**config.mk**
```make
export PLATFORM = sky130hd
export DESIGN_NAME = uncached_axi_bridge_flat
export DESIGN_NICKNAME = d
export VERILOG_FILES = /design/src/rtl/uncached_axi_bridge_if.sv /design/src/rtl/uncached_axi_bridge.sv /design/src/flat_wrapper.sv
export SDC_FILE = /design/constraint.sdc
export NUM_CORES = 1
export LEC_CHECK = 0
export CAP_MARGIN = 40
export CORE_MARGIN = 3
export CORE_UTILIZATION = 34
export DETAILED_ROUTE_END_ITERATION = 16
export HOLD_SLACK_MARGIN = 0.02
export PLACE_DENSITY = 0.73
export RECOVER_POWER = 50
export SKIP_LAST_GASP = 1
export SYNTH_ARGS = -nofsm -noshare
export SYNTH_HDL_FRONTEND = slang
export SYNTH_SLANG_ARGS = --single-unit
```
**constraint.sdc**
```tcl
create_clock -name clk -period 1.6 [get_ports clk]
set_input_delay 0.16 -clock clk [delete_from_list [all_inputs] [get_ports clk]]
set_output_delay 0.16 -clock clk [all_outputs]
set_load 0.005 [all_outputs]
```
**src/rtl/uncached_axi_bridge_if.sv**
```systemverilog
// Bus bundle for the uncached bridge: SRAM-like upstream handshake plus single-beat AXI3.
// The master modport is the bridge's view; slave is the environment (store buffer + interconnect).
interface uncached_axi_bridge_if;
  // upstream SRAM-like side
  logic        req;
  logic        wr;
  logic [1:0]  size;
  logic [31:0] addr;
  logic [31:0] wdata;
  logic [3:0]  wstrb;
  logic        addr_ok;
  logic        data_ok;
  logic [31:0] rdata;
  logic        bus_err;
  // AR / R
  logic [3:0]  arid;
  logic [31:0] araddr;
  logic [3:0]  arlen;
  logic [2:0]  arsize;
  logic [1:0]  arburst;
  logic        arvalid;
  logic        arready;
  logic [31:0] rdata_i;
  logic [1:0]  rresp;
  logic        rlast;
  logic        rvalid;
  logic        rready;
  // AW / W / B
  logic [3:0]  awid;
  logic [31:0] awaddr;
  logic [3:0]  awlen;
  logic [2:0]  awsize;
  logic [1:0]  awburst;
  logic        awvalid;
  logic        awready;
  logic [3:0]  wid;
  logic [31:0] wdata_o;
  logic [3:0]  wstrb_o;
  logic        wlast;
  logic        wvalid;
  logic        wready;
  logic [1:0]  bresp;
  logic        bvalid;
  logic        bready;

  modport master (
    input  req, wr, size, addr, wdata, wstrb,
    output addr_ok, data_ok, rdata, bus_err,
    output arid, araddr, arlen, arsize, arburst, arvalid,
    input  arready,
    input  rdata_i, rresp, rlast, rvalid,
    output rready,
    output awid, awaddr, awlen, awsize, awburst, awvalid,
    input  awready,
    output wid, wdata_o, wstrb_o, wlast, wvalid,
    input  wready,
    input  bresp, bvalid,
    output bready
  );

  modport slave (
    output req, wr, size, addr, wdata, wstrb,
    input  addr_ok, data_ok, rdata, bus_err,
    input  arid, araddr, arlen, arsize, arburst, arvalid,
    output arready,
    output rdata_i, rresp, rlast, rvalid,
    input  rready,
    input  awid, awaddr, awlen, awsize, awburst, awvalid,
    output awready,
    input  wid, wdata_o, wstrb_o, wlast, wvalid,
    output wready,
    output bresp, bvalid,
    input  bready
  );
endinterface

```
**src/rtl/uncached_axi_bridge.sv**
```systemverilog
// SRAM-like to single-beat AXI3 bridge for uncached/bypass accesses.
// One transaction in flight; completion is a one-cycle data_ok pulse.
module uncached_axi_bridge #(
  parameter logic [3:0] AXI_ID = 4'd1
) (
  input  logic                  clk,
  input  logic                  rst,
  uncached_axi_bridge_if.master bus
);

  typedef enum logic [2:0] {IDLE, AR, R, AW_W, B, DONE} state_e;

  state_e      state_q;
  logic [31:0] addr_q, wdata_q, rdata_q;
  logic [1:0]  size_q;
  logic [3:0]  wstrb_q;
  logic        arvalid_q, rready_q, awvalid_q, wvalid_q, bready_q;
  logic        aw_done_q, w_done_q;
  logic        data_ok_q, bus_err_q;
  logic        aw_done_d, w_done_d;
  logic        unused_rlast;

  // AW and W complete independently; either may finish first or both together
  assign aw_done_d = aw_done_q | (awvalid_q & bus.awready);
  assign w_done_d  = w_done_q  | (wvalid_q  & bus.wready);

  always_ff @(posedge clk) begin
    if (rst) begin
      state_q   <= IDLE;
      addr_q    <= '0;
      size_q    <= '0;
      wdata_q   <= '0;
      wstrb_q   <= '0;
      rdata_q   <= '0;
      arvalid_q <= 1'b0;
      rready_q  <= 1'b0;
      awvalid_q <= 1'b0;
      wvalid_q  <= 1'b0;
      bready_q  <= 1'b0;
      aw_done_q <= 1'b0;
      w_done_q  <= 1'b0;
      data_ok_q <= 1'b0;
      bus_err_q <= 1'b0;
    end else begin
      data_ok_q <= 1'b0;
      bus_err_q <= 1'b0;
      case (state_q)
        IDLE: if (bus.req) begin
          addr_q <= bus.addr;
          size_q <= bus.size;
          if (bus.wr) begin
            wdata_q   <= bus.wdata;
            wstrb_q   <= bus.wstrb;
            awvalid_q <= 1'b1;
            wvalid_q  <= 1'b1;
            aw_done_q <= 1'b0;
            w_done_q  <= 1'b0;
            state_q   <= AW_W;
          end else begin
            arvalid_q <= 1'b1;
            state_q   <= AR;
          end
        end
        AR: if (bus.arready) begin
          arvalid_q <= 1'b0;
          rready_q  <= 1'b1;
          state_q   <= R;
        end
        R: if (bus.rvalid) begin
          rready_q  <= 1'b0;
          rdata_q   <= bus.rdata_i;
          bus_err_q <= |bus.rresp;
          data_ok_q <= 1'b1;
          state_q   <= DONE;
        end
        AW_W: begin
          if (bus.awready) awvalid_q <= 1'b0;
          if (bus.wready)  wvalid_q  <= 1'b0;
          aw_done_q <= aw_done_d;
          w_done_q  <= w_done_d;
          if (aw_done_d && w_done_d) begin
            bready_q <= 1'b1;
            state_q  <= B;
          end
        end
        B: if (bus.bvalid) begin
          bready_q  <= 1'b0;
          bus_err_q <= |bus.bresp;
          data_ok_q <= 1'b1;
          state_q   <= DONE;
        end
        DONE:    state_q <= IDLE;
        default: state_q <= IDLE;
      endcase
    end
  end

  assign bus.addr_ok = (state_q == IDLE) & bus.req;
  assign bus.data_ok = data_ok_q;
  assign bus.bus_err = bus_err_q;
  assign bus.rdata   = rdata_q;

  assign bus.arid    = AXI_ID;
  assign bus.araddr  = addr_q;
  assign bus.arlen   = 4'd0;
  assign bus.arsize  = {1'b0, size_q};
  assign bus.arburst = 2'b01;
  assign bus.arvalid = arvalid_q;
  assign bus.rready  = rready_q;

  assign bus.awid    = AXI_ID;
  assign bus.awaddr  = addr_q;
  assign bus.awlen   = 4'd0;
  assign bus.awsize  = {1'b0, size_q};
  assign bus.awburst = 2'b01;
  assign bus.awvalid = awvalid_q;
  assign bus.wid     = AXI_ID;
  assign bus.wdata_o = wdata_q;
  assign bus.wstrb_o = wstrb_q;
  assign bus.wlast   = 1'b1;
  assign bus.wvalid  = wvalid_q;
  assign bus.bready  = bready_q;

  // single-beat responses only, so the last flag carries no information
  assign unused_rlast = bus.rlast;

endmodule

```
**src/flat_wrapper.sv**
```systemverilog
// flat-port wrapper written by rule: the top's interface ports become plain ports
module uncached_axi_bridge_flat 
#(
  parameter logic [3:0] AXI_ID = 4'd1
)
  (clk, rst, bus_req, bus_wr, bus_size, bus_addr, bus_wdata, bus_wstrb, bus_addr_ok, bus_data_ok, bus_rdata, bus_bus_err, bus_arid, bus_araddr, bus_arlen, bus_arsize, bus_arburst, bus_arvalid, bus_arready, bus_rdata_i, bus_rresp, bus_rlast, bus_rvalid, bus_rready, bus_awid, bus_awaddr, bus_awlen, bus_awsize, bus_awburst, bus_awvalid, bus_awready, bus_wid, bus_wdata_o, bus_wstrb_o, bus_wlast, bus_wvalid, bus_wready, bus_bresp, bus_bvalid, bus_bready);
  uncached_axi_bridge_if bus_i ();
  input  logic clk;
  input  logic rst;
  input wire logic [$bits(bus_i.req)-1:0] bus_req;
  input wire logic [$bits(bus_i.wr)-1:0] bus_wr;
  input wire logic [$bits(bus_i.size)-1:0] bus_size;
  input wire logic [$bits(bus_i.addr)-1:0] bus_addr;
  input wire logic [$bits(bus_i.wdata)-1:0] bus_wdata;
  input wire logic [$bits(bus_i.wstrb)-1:0] bus_wstrb;
  output wire logic [$bits(bus_i.addr_ok)-1:0] bus_addr_ok;
  output wire logic [$bits(bus_i.data_ok)-1:0] bus_data_ok;
  output wire logic [$bits(bus_i.rdata)-1:0] bus_rdata;
  output wire logic [$bits(bus_i.bus_err)-1:0] bus_bus_err;
  output wire logic [$bits(bus_i.arid)-1:0] bus_arid;
  output wire logic [$bits(bus_i.araddr)-1:0] bus_araddr;
  output wire logic [$bits(bus_i.arlen)-1:0] bus_arlen;
  output wire logic [$bits(bus_i.arsize)-1:0] bus_arsize;
  output wire logic [$bits(bus_i.arburst)-1:0] bus_arburst;
  output wire logic [$bits(bus_i.arvalid)-1:0] bus_arvalid;
  input wire logic [$bits(bus_i.arready)-1:0] bus_arready;
  input wire logic [$bits(bus_i.rdata_i)-1:0] bus_rdata_i;
  input wire logic [$bits(bus_i.rresp)-1:0] bus_rresp;
  input wire logic [$bits(bus_i.rlast)-1:0] bus_rlast;
  input wire logic [$bits(bus_i.rvalid)-1:0] bus_rvalid;
  output wire logic [$bits(bus_i.rready)-1:0] bus_rready;
  output wire logic [$bits(bus_i.awid)-1:0] bus_awid;
  output wire logic [$bits(bus_i.awaddr)-1:0] bus_awaddr;
  output wire logic [$bits(bus_i.awlen)-1:0] bus_awlen;
  output wire logic [$bits(bus_i.awsize)-1:0] bus_awsize;
  output wire logic [$bits(bus_i.awburst)-1:0] bus_awburst;
  output wire logic [$bits(bus_i.awvalid)-1:0] bus_awvalid;
  input wire logic [$bits(bus_i.awready)-1:0] bus_awready;
  output wire logic [$bits(bus_i.wid)-1:0] bus_wid;
  output wire logic [$bits(bus_i.wdata_o)-1:0] bus_wdata_o;
  output wire logic [$bits(bus_i.wstrb_o)-1:0] bus_wstrb_o;
  output wire logic [$bits(bus_i.wlast)-1:0] bus_wlast;
  output wire logic [$bits(bus_i.wvalid)-1:0] bus_wvalid;
  input wire logic [$bits(bus_i.wready)-1:0] bus_wready;
  input wire logic [$bits(bus_i.bresp)-1:0] bus_bresp;
  input wire logic [$bits(bus_i.bvalid)-1:0] bus_bvalid;
  output wire logic [$bits(bus_i.bready)-1:0] bus_bready;
  assign bus_i.req = bus_req;
  assign bus_i.wr = bus_wr;
  assign bus_i.size = bus_size;
  assign bus_i.addr = bus_addr;
  assign bus_i.wdata = bus_wdata;
  assign bus_i.wstrb = bus_wstrb;
  assign bus_addr_ok = bus_i.addr_ok;
  assign bus_data_ok = bus_i.data_ok;
  assign bus_rdata = bus_i.rdata;
  assign bus_bus_err = bus_i.bus_err;
  assign bus_arid = bus_i.arid;
  assign bus_araddr = bus_i.araddr;
  assign bus_arlen = bus_i.arlen;
  assign bus_arsize = bus_i.arsize;
  assign bus_arburst = bus_i.arburst;
  assign bus_arvalid = bus_i.arvalid;
  assign bus_i.arready = bus_arready;
  assign bus_i.rdata_i = bus_rdata_i;
  assign bus_i.rresp = bus_rresp;
  assign bus_i.rlast = bus_rlast;
  assign bus_i.rvalid = bus_rvalid;
  assign bus_rready = bus_i.rready;
  assign bus_awid = bus_i.awid;
  assign bus_awaddr = bus_i.awaddr;
  assign bus_awlen = bus_i.awlen;
  assign bus_awsize = bus_i.awsize;
  assign bus_awburst = bus_i.awburst;
  assign bus_awvalid = bus_i.awvalid;
  assign bus_i.awready = bus_awready;
  assign bus_wid = bus_i.wid;
  assign bus_wdata_o = bus_i.wdata_o;
  assign bus_wstrb_o = bus_i.wstrb_o;
  assign bus_wlast = bus_i.wlast;
  assign bus_wvalid = bus_i.wvalid;
  assign bus_i.wready = bus_wready;
  assign bus_i.bresp = bus_bresp;
  assign bus_i.bvalid = bus_bvalid;
  assign bus_bready = bus_i.bready;
  uncached_axi_bridge #(.AXI_ID(AXI_ID)) u_core (.clk(clk), .rst(rst), .bus(bus_i));
endmodule
```
Word-level counts from Yosys, hierarchy flattened
Cells that the tools add are included.
{"block": "word_totals", "ff_bits": 114, "word_cells": 84, "inputBits": 116, "output_inout_bits": 171}
{"block": "classes", "n_eq_ne": 13, "mux": 33, "bitwise_logic": 5, "reduce_logical": 18}
{"operator": "case mux 1 bit (2 select lines)", "count": 9}
{"operator": "2-to-1 mux 1 bit", "count": 17}
{"operator": "!= test 2 bit (second input constant)", "count": 8}
{"operator": "2-to-1 mux 3 bit", "count": 5}
{"operator": "case mux 3 bit (5 select lines)", "count": 1}
{"operator": "AND reduction 3 bit", "count": 4}
{"operator": "AND reduction 4 bit", "count": 3}
{"operator": "nonzero test 2 bit", "count": 4}
{"operator": "equality test 3 x 2 -> 1 bit (second input constant)", "count": 2}
{"operator": "AND reduction 5 bit", "count": 1}
{"operator": "AND reduction 2 bit", "count": 2}
{"operator": "OR reduction 2 bit", "count": 2}
{"operator": "AND 1 bit", "count": 3}
{"operator": "equality test 3 x 1 -> 1 bit (second input constant)", "count": 1}
{"operator": "equality test 3 bit (second input constant)", "count": 1}
{"operator": "zero test 3 bit", "count": 1}
{"operator": "2-to-1 mux 2 bit", "count": 1}
{"operator": "!= test 2 x 1 -> 1 bit (second input constant)", "count": 1}
{"operator": "OR 1 bit", "count": 2}
{"operator": "logical AND 1 bit", "count": 1}

Depth between registers and ports, before layout
{"block": "depth", "ltp_word": 5, "depth_mapped": 6}

Least setup slack after synthesis
Ideal clock, no wire load.
{"block": "synth_path", "path_type": "register -> register", "start": "reg u_core.state_q[2]", "end": "reg u_core.wdata_q[30], in the netlist u_core.bus.wdata_o[30]", "n_path_buf": 2, "t_arrival_ns": 1.370, "setup_ns": 0.132, "path_stages_with_launch": 6, "path_slack_ns": 0.097, "cell_sequence": "dfxtp_1 > or4b_1 > buf_4 > clkbuf_1 > o21ai_0 > a21oi_1"}
{"block": "synth_between", "elab_chain_len": 2}
{"item": "start, declared", "line": "uncached_axi_bridge.sv:13", "rtl": "state_e state_q;"}
{"item": "start signal, assigned", "line": "uncached_axi_bridge.sv:29", "rtl": "state_q <= IDLE;"}
{"item": "start signal, assigned", "line": "uncached_axi_bridge.sv:58", "rtl": "state_q <= AW_W;"}
{"item": "start signal, assigned", "line": "uncached_axi_bridge.sv:61", "rtl": "state_q <= AR;"}
{"item": "zero test 3 bit", "line": "uncached_axi_bridge.sv:47", "rtl": "case (state_q)"}
{"item": "AND reduction 3 bit (no source line)"}
{"item": "end signal, assigned", "line": "uncached_axi_bridge.sv:52", "rtl": "wdata_q <= bus.wdata;"}
{"item": "end, declared", "line": "uncached_axi_bridge.sv:14", "rtl": "logic [31:0] addr_q, wdata_q, rdata_q;"}
Every way passes these cells.
A chain may end at the register's enable or synchronous reset.

Worst setup path in the final report
{"block": "layout_path", "start": "reg u_core.state_q[0]", "end": "reg u_core.wstrb_q[0], in the netlist u_core.bus.wstrb_o[0]"}
{"block": "layout_between", "elab_chain_len": 2}
{"item": "zero test 3 bit", "line": "uncached_axi_bridge.sv:47"}
{"item": "AND reduction 3 bit (no source line)"}
{"item": "end signal, assigned", "line": "uncached_axi_bridge.sv:53", "rtl": "wstrb_q <= bus.wstrb;"}
{"item": "end, declared", "line": "uncached_axi_bridge.sv:16", "rtl": "logic [3:0] wstrb_q;"}
Every way passes these cells.

==> flow_results.org <==
** Yosys
- Seq/Total Area, Yosys :: 48.43%
- The netlist uses 34 different library cells.
- Synthesized area divided by synthesized cell count :: 8.055 um2
- After synthesis the cells add up to 0.004712 mm2.
- FF+latch count, synth :: 114
- Fraction of synthesis flops using an asynchronous set or reset pin :: 0%
- After technology mapping, the gate count stands at 585.
- Prevailing post-synth register cell :: sky130_fd_sc_hd__dfxtp_1
- Yosys printed 0 warnings.
- Counting flops with a built-in enable in the synthesized netlist gives 0.

** CTS
- Number of buffers inserted during clock tree synthesis :: 17
- In this run the deepest clock path goes through 2 buffers.
- The H-tree was split into 4 levels.
- Clock-pin slew was measured on the worst setup and hold paths at 0.05 ns.
- TritonCTS built the clock tree.
- Clk root buf :: sky130_fd_sc_hd__clkbuf_16
- Sinks on the clock net :: 114
- Clk_lat worst skew :: 0.41 ns

** Die
- Initial Util :: 35.16%
- Die span in y :: 123.7 um
- In this run the count of I/O pins placed on the die edge is 287.
- Die Outline Area :: 0.01531 mm2
- The floorplan step defined a core boundary enclosing 0.01340 mm2.
- After floorplanning, the core was divided into 42 placement rows.
- From left edge to right edge, the die measures 123.7 um.

** Placed design
- Cell area reported after detailed placement :: 0.007153 mm2
- During placement, the flow inserted port buffers numbering 258.
- Placer Congestion :: 0.7791
- Pre-CTS WS :: -0.5102 ns
- Half-perimeter wire length of the detailed placement result :: 10670 um

** Global routing
- Total track usage :: 18.96%
- The first global-routing pass estimated 22310 um of wire.
- The via count of the first global-routing pass is 4382.
- Antenna violations before repair :: 0
- Global routing finished with a remaining overflow of 0.
- Maximum number of pins on one net before global-route repair :: 60

** Timing
- Worst Setup Slack, final :: -0.05719 ns
- The number of pins with negative max-slew slack in the final report was 0.
- Hold violation count in the final report :: 0
- RSZ-0062 raised after global routing :: true
- Post-route clock skew :: 0.005193 ns
- Worst-margin pin slew :: 0.5341 ns
- Headroom to the max-slew limit came out at 64.39%.
- The routed design could run at a clock period as short as 1.657 ns.
- Static timing analysis puts the maximum clock frequency at 603.4 MHz.
- Accumulated negative setup slack :: -0.2921 ns
- In the finished design, the share of the clock period the worst path needs comes to 103.6%.
- Final setup viols :: 15

** Outcome
- The checks that failed: setup timing.
- Status :: finished, violations left

** Worst setup path
- Of all nets on the critical path, the largest fanout is 36.
- The endpoint identified for the worst register-to-register timing path is u_core.bus.wstrb_o[0]$_SDFFE_PP0P_.
- R2R Setup Slk :: -0.06 ns
- The critical path in this run is classified as reg2reg.
- Data on the critical path is required at its endpoint by 1.88 ns.
- For this run, the slowest stage of the critical path takes 0.57 ns.
- Reg2Reg Depth :: 5
- On the critical path, the stage with the largest delay is an instance of sky130_fd_sc_hd__or4b_4.
- Endpoint type of the worst setup path :: register
- The number of buffers and inverters on the critical path is 2.
- Start point of the critical path :: u_core.state_q[0]$_SDFFE_PP0P_
- The kind of cell with the highest combined delay along the critical path is simple AND/OR/NAND/NOR gates.
- Walking the worst path, the cells encountered are or4b_4, buf_4, buf_12, o21ai_0, a21oi_2.
- At the worst endpoint, the arrival time is 1.93 ns.
- The worst setup path is launched from a register.
- Origin of the critical flop-to-flop path :: u_core.state_q[0]$_SDFFE_PP0P_

** Route
- Vias post-DR :: 4681
- After detailed routing, the total wire length is 15190 um.
- In the routed layout, each cell is associated on average with a via count of 4.714.
- For this run, design rule violations remaining after detail routing come to 0.
- Post-detailed-route wirelength per cell :: 15.30 um
- The detail route stage leaves a number of antenna-violating nets equal to 0.
- For this run, the detailed router's first-pass iteration total came to 5.
- The first routing iteration left 296 violations.

** Flow run
- Max-cap violation count :: 0

** Pwr
- Across the VDD grid, the largest voltage drop is 0.7636 mV.
- Power density over the cells :: 1388 mW/mm2
- Post-route total power :: 0.01124 W
- Static leakage power :: 3.178 nW

** Cells and area
- Layout overhead on the synthesized area :: 71.83%
- Commonest cells after routing, fill and taps aside :: 179 x sky130_fd_sc_hd__clkdlybuf4s50_1, 127 x sky130_fd_sc_hd__nand2_1, 113 x sky130_fd_sc_hd__dfxtp_1
- Cells with a size suffix above 1 make up 12.48% of the layout.
- Count of inserted antenna diode cells :: 0
- The finished cells cover 0.008097 mm2.
- The net count of the finished layout is 921.
- Leading cell type in the layout, fill and taps excluded :: sky130_fd_sc_hd__clkdlybuf4s50_1
- Once layout is complete, the utilization of the core stands at 60.42%.

** Min path
- Critical hold path startpoint :: rst
- Path class of the lowest-slack min-delay path :: in2reg
- For hold timing, the worst endpoint is u_core.bus.rdata[19]$_SDFFE_PP0P_.
- Hold depth :: 2
==> sequential cells by signal (all words and copies together) (netlist names) <==
register,count
u_core.bus.bready,1
u_core.bus.rready,1
u_core.w_done_q,1
u_core.bus.arvalid,1
u_core.bus.awvalid,1
u_core.bus.wdata_o,32
u_core.bus.araddr,32
u_core.bus.data_ok,1
u_core.bus.wstrb_o,4
u_core.bus.wvalid,1
u_core.size_q,2
u_core.aw_done_q,1
u_core.bus.bus_err,1
u_core.bus.rdata,32
u_core.state_q,3
==> cells by family (layout without fill, tap and decap cells) <==
logic type / after synthesis / count (layout) / synth area share, %
flops: 114 / 114 / 48.43
buf+inv: 112 / 319 / 15.27
simple gates: 193 / 193 / 17.76
mux: 1 / 1 / 0.2390
compound gates: 163 / 163 / 18.14
other cells: 2 / 27 / 0.1594
==> worst max-delay path by stage <==
| stage | to | slack (ns) | depth (start not counted) |
|---|---|---|---|
| final | u_core.bus.wstrb_o[0]$_SDFFE_PP0P_ | -0.06 | 5 |
| after global routing | u_core.bus.wstrb_o[0]$_SDFFE_PP0P_ | -0.11 | 5 |
| after CTS | bus_addr_ok | -0.06 | 3 |
| after detailed placement | bus_addr_ok | -0.51 | 4 |
| after global placement | bus_addr_ok | -0.49 | 4 |
| after floorplan | u_core.bus.wdata_o[30]$_SDFFE_PP0P_ | 0.1 | 5 |
==> Yosys cell counts, drive strengths merged (2+ instances only) <==
master	instances	area [um2]
o21ai	44	220.2
nor4bb	3	30.03
conb	2	7.510
a21bo	3	30.03
inv	2	7.510
a21o	2	15.01
nor3	4	20.02
clkbuf	31	116.4
a31oi	2	12.51
nor2	3	11.26
a21oi	107	535.5
nand3	39	195.2
nand2	135	506.7
dfxtp	114	2282
buf	78	586.8
==> timing repair <==
action | 4_1_cts | 5_1_grt
pin swaps | 1 | 27
resized for setup | 23 | 62
hold buffers | 0 | 0
buffers inserted | 2 | 0
cloned | 1 | 1
endpoints found under the setup margin | 76 | 74
==> per-layer routing <==
layer	routed length (um)	track usage (%)	part of all wire [%]
met1	5561	19.89	37
met3	1814	9.491	12
met5	0	0	0
met4	312	7.405	2.1
met2	7500	32.38	49
==> through the flow <==
step / cells / hold slack, ns
after floorplan: 610 / 0.2960
after global placement: 958 / 0.4404
after detailed placement: 958 / 0.4462
after CTS: 992 / 0.04181
after global routing: 993 / 0.05889
final: 993 / 0.05987
==> layout make-up <==
type	instances	area, um2
Clock buffer	21	480.5
Clock inverter	10	155.1
Fill cell	1187	5304
Inverter	3	16.27
Multi-Input combinational cell	384	2009
Sequential cell	114	2283
Tap cell	176	220.2
Timing Repair Buffer	285	2932
==> power breakdown <==
| part | switching (W) | internal (W) |
|---|---|---|
| combinational | 0.00162 | 0.00202 |
| clock | 0.00129 | 0.00275 |
| sequential | 0.000260 | 0.00330 |
| total | 0.00318 | 0.00806 |
(Power assumes the default switching activity.)
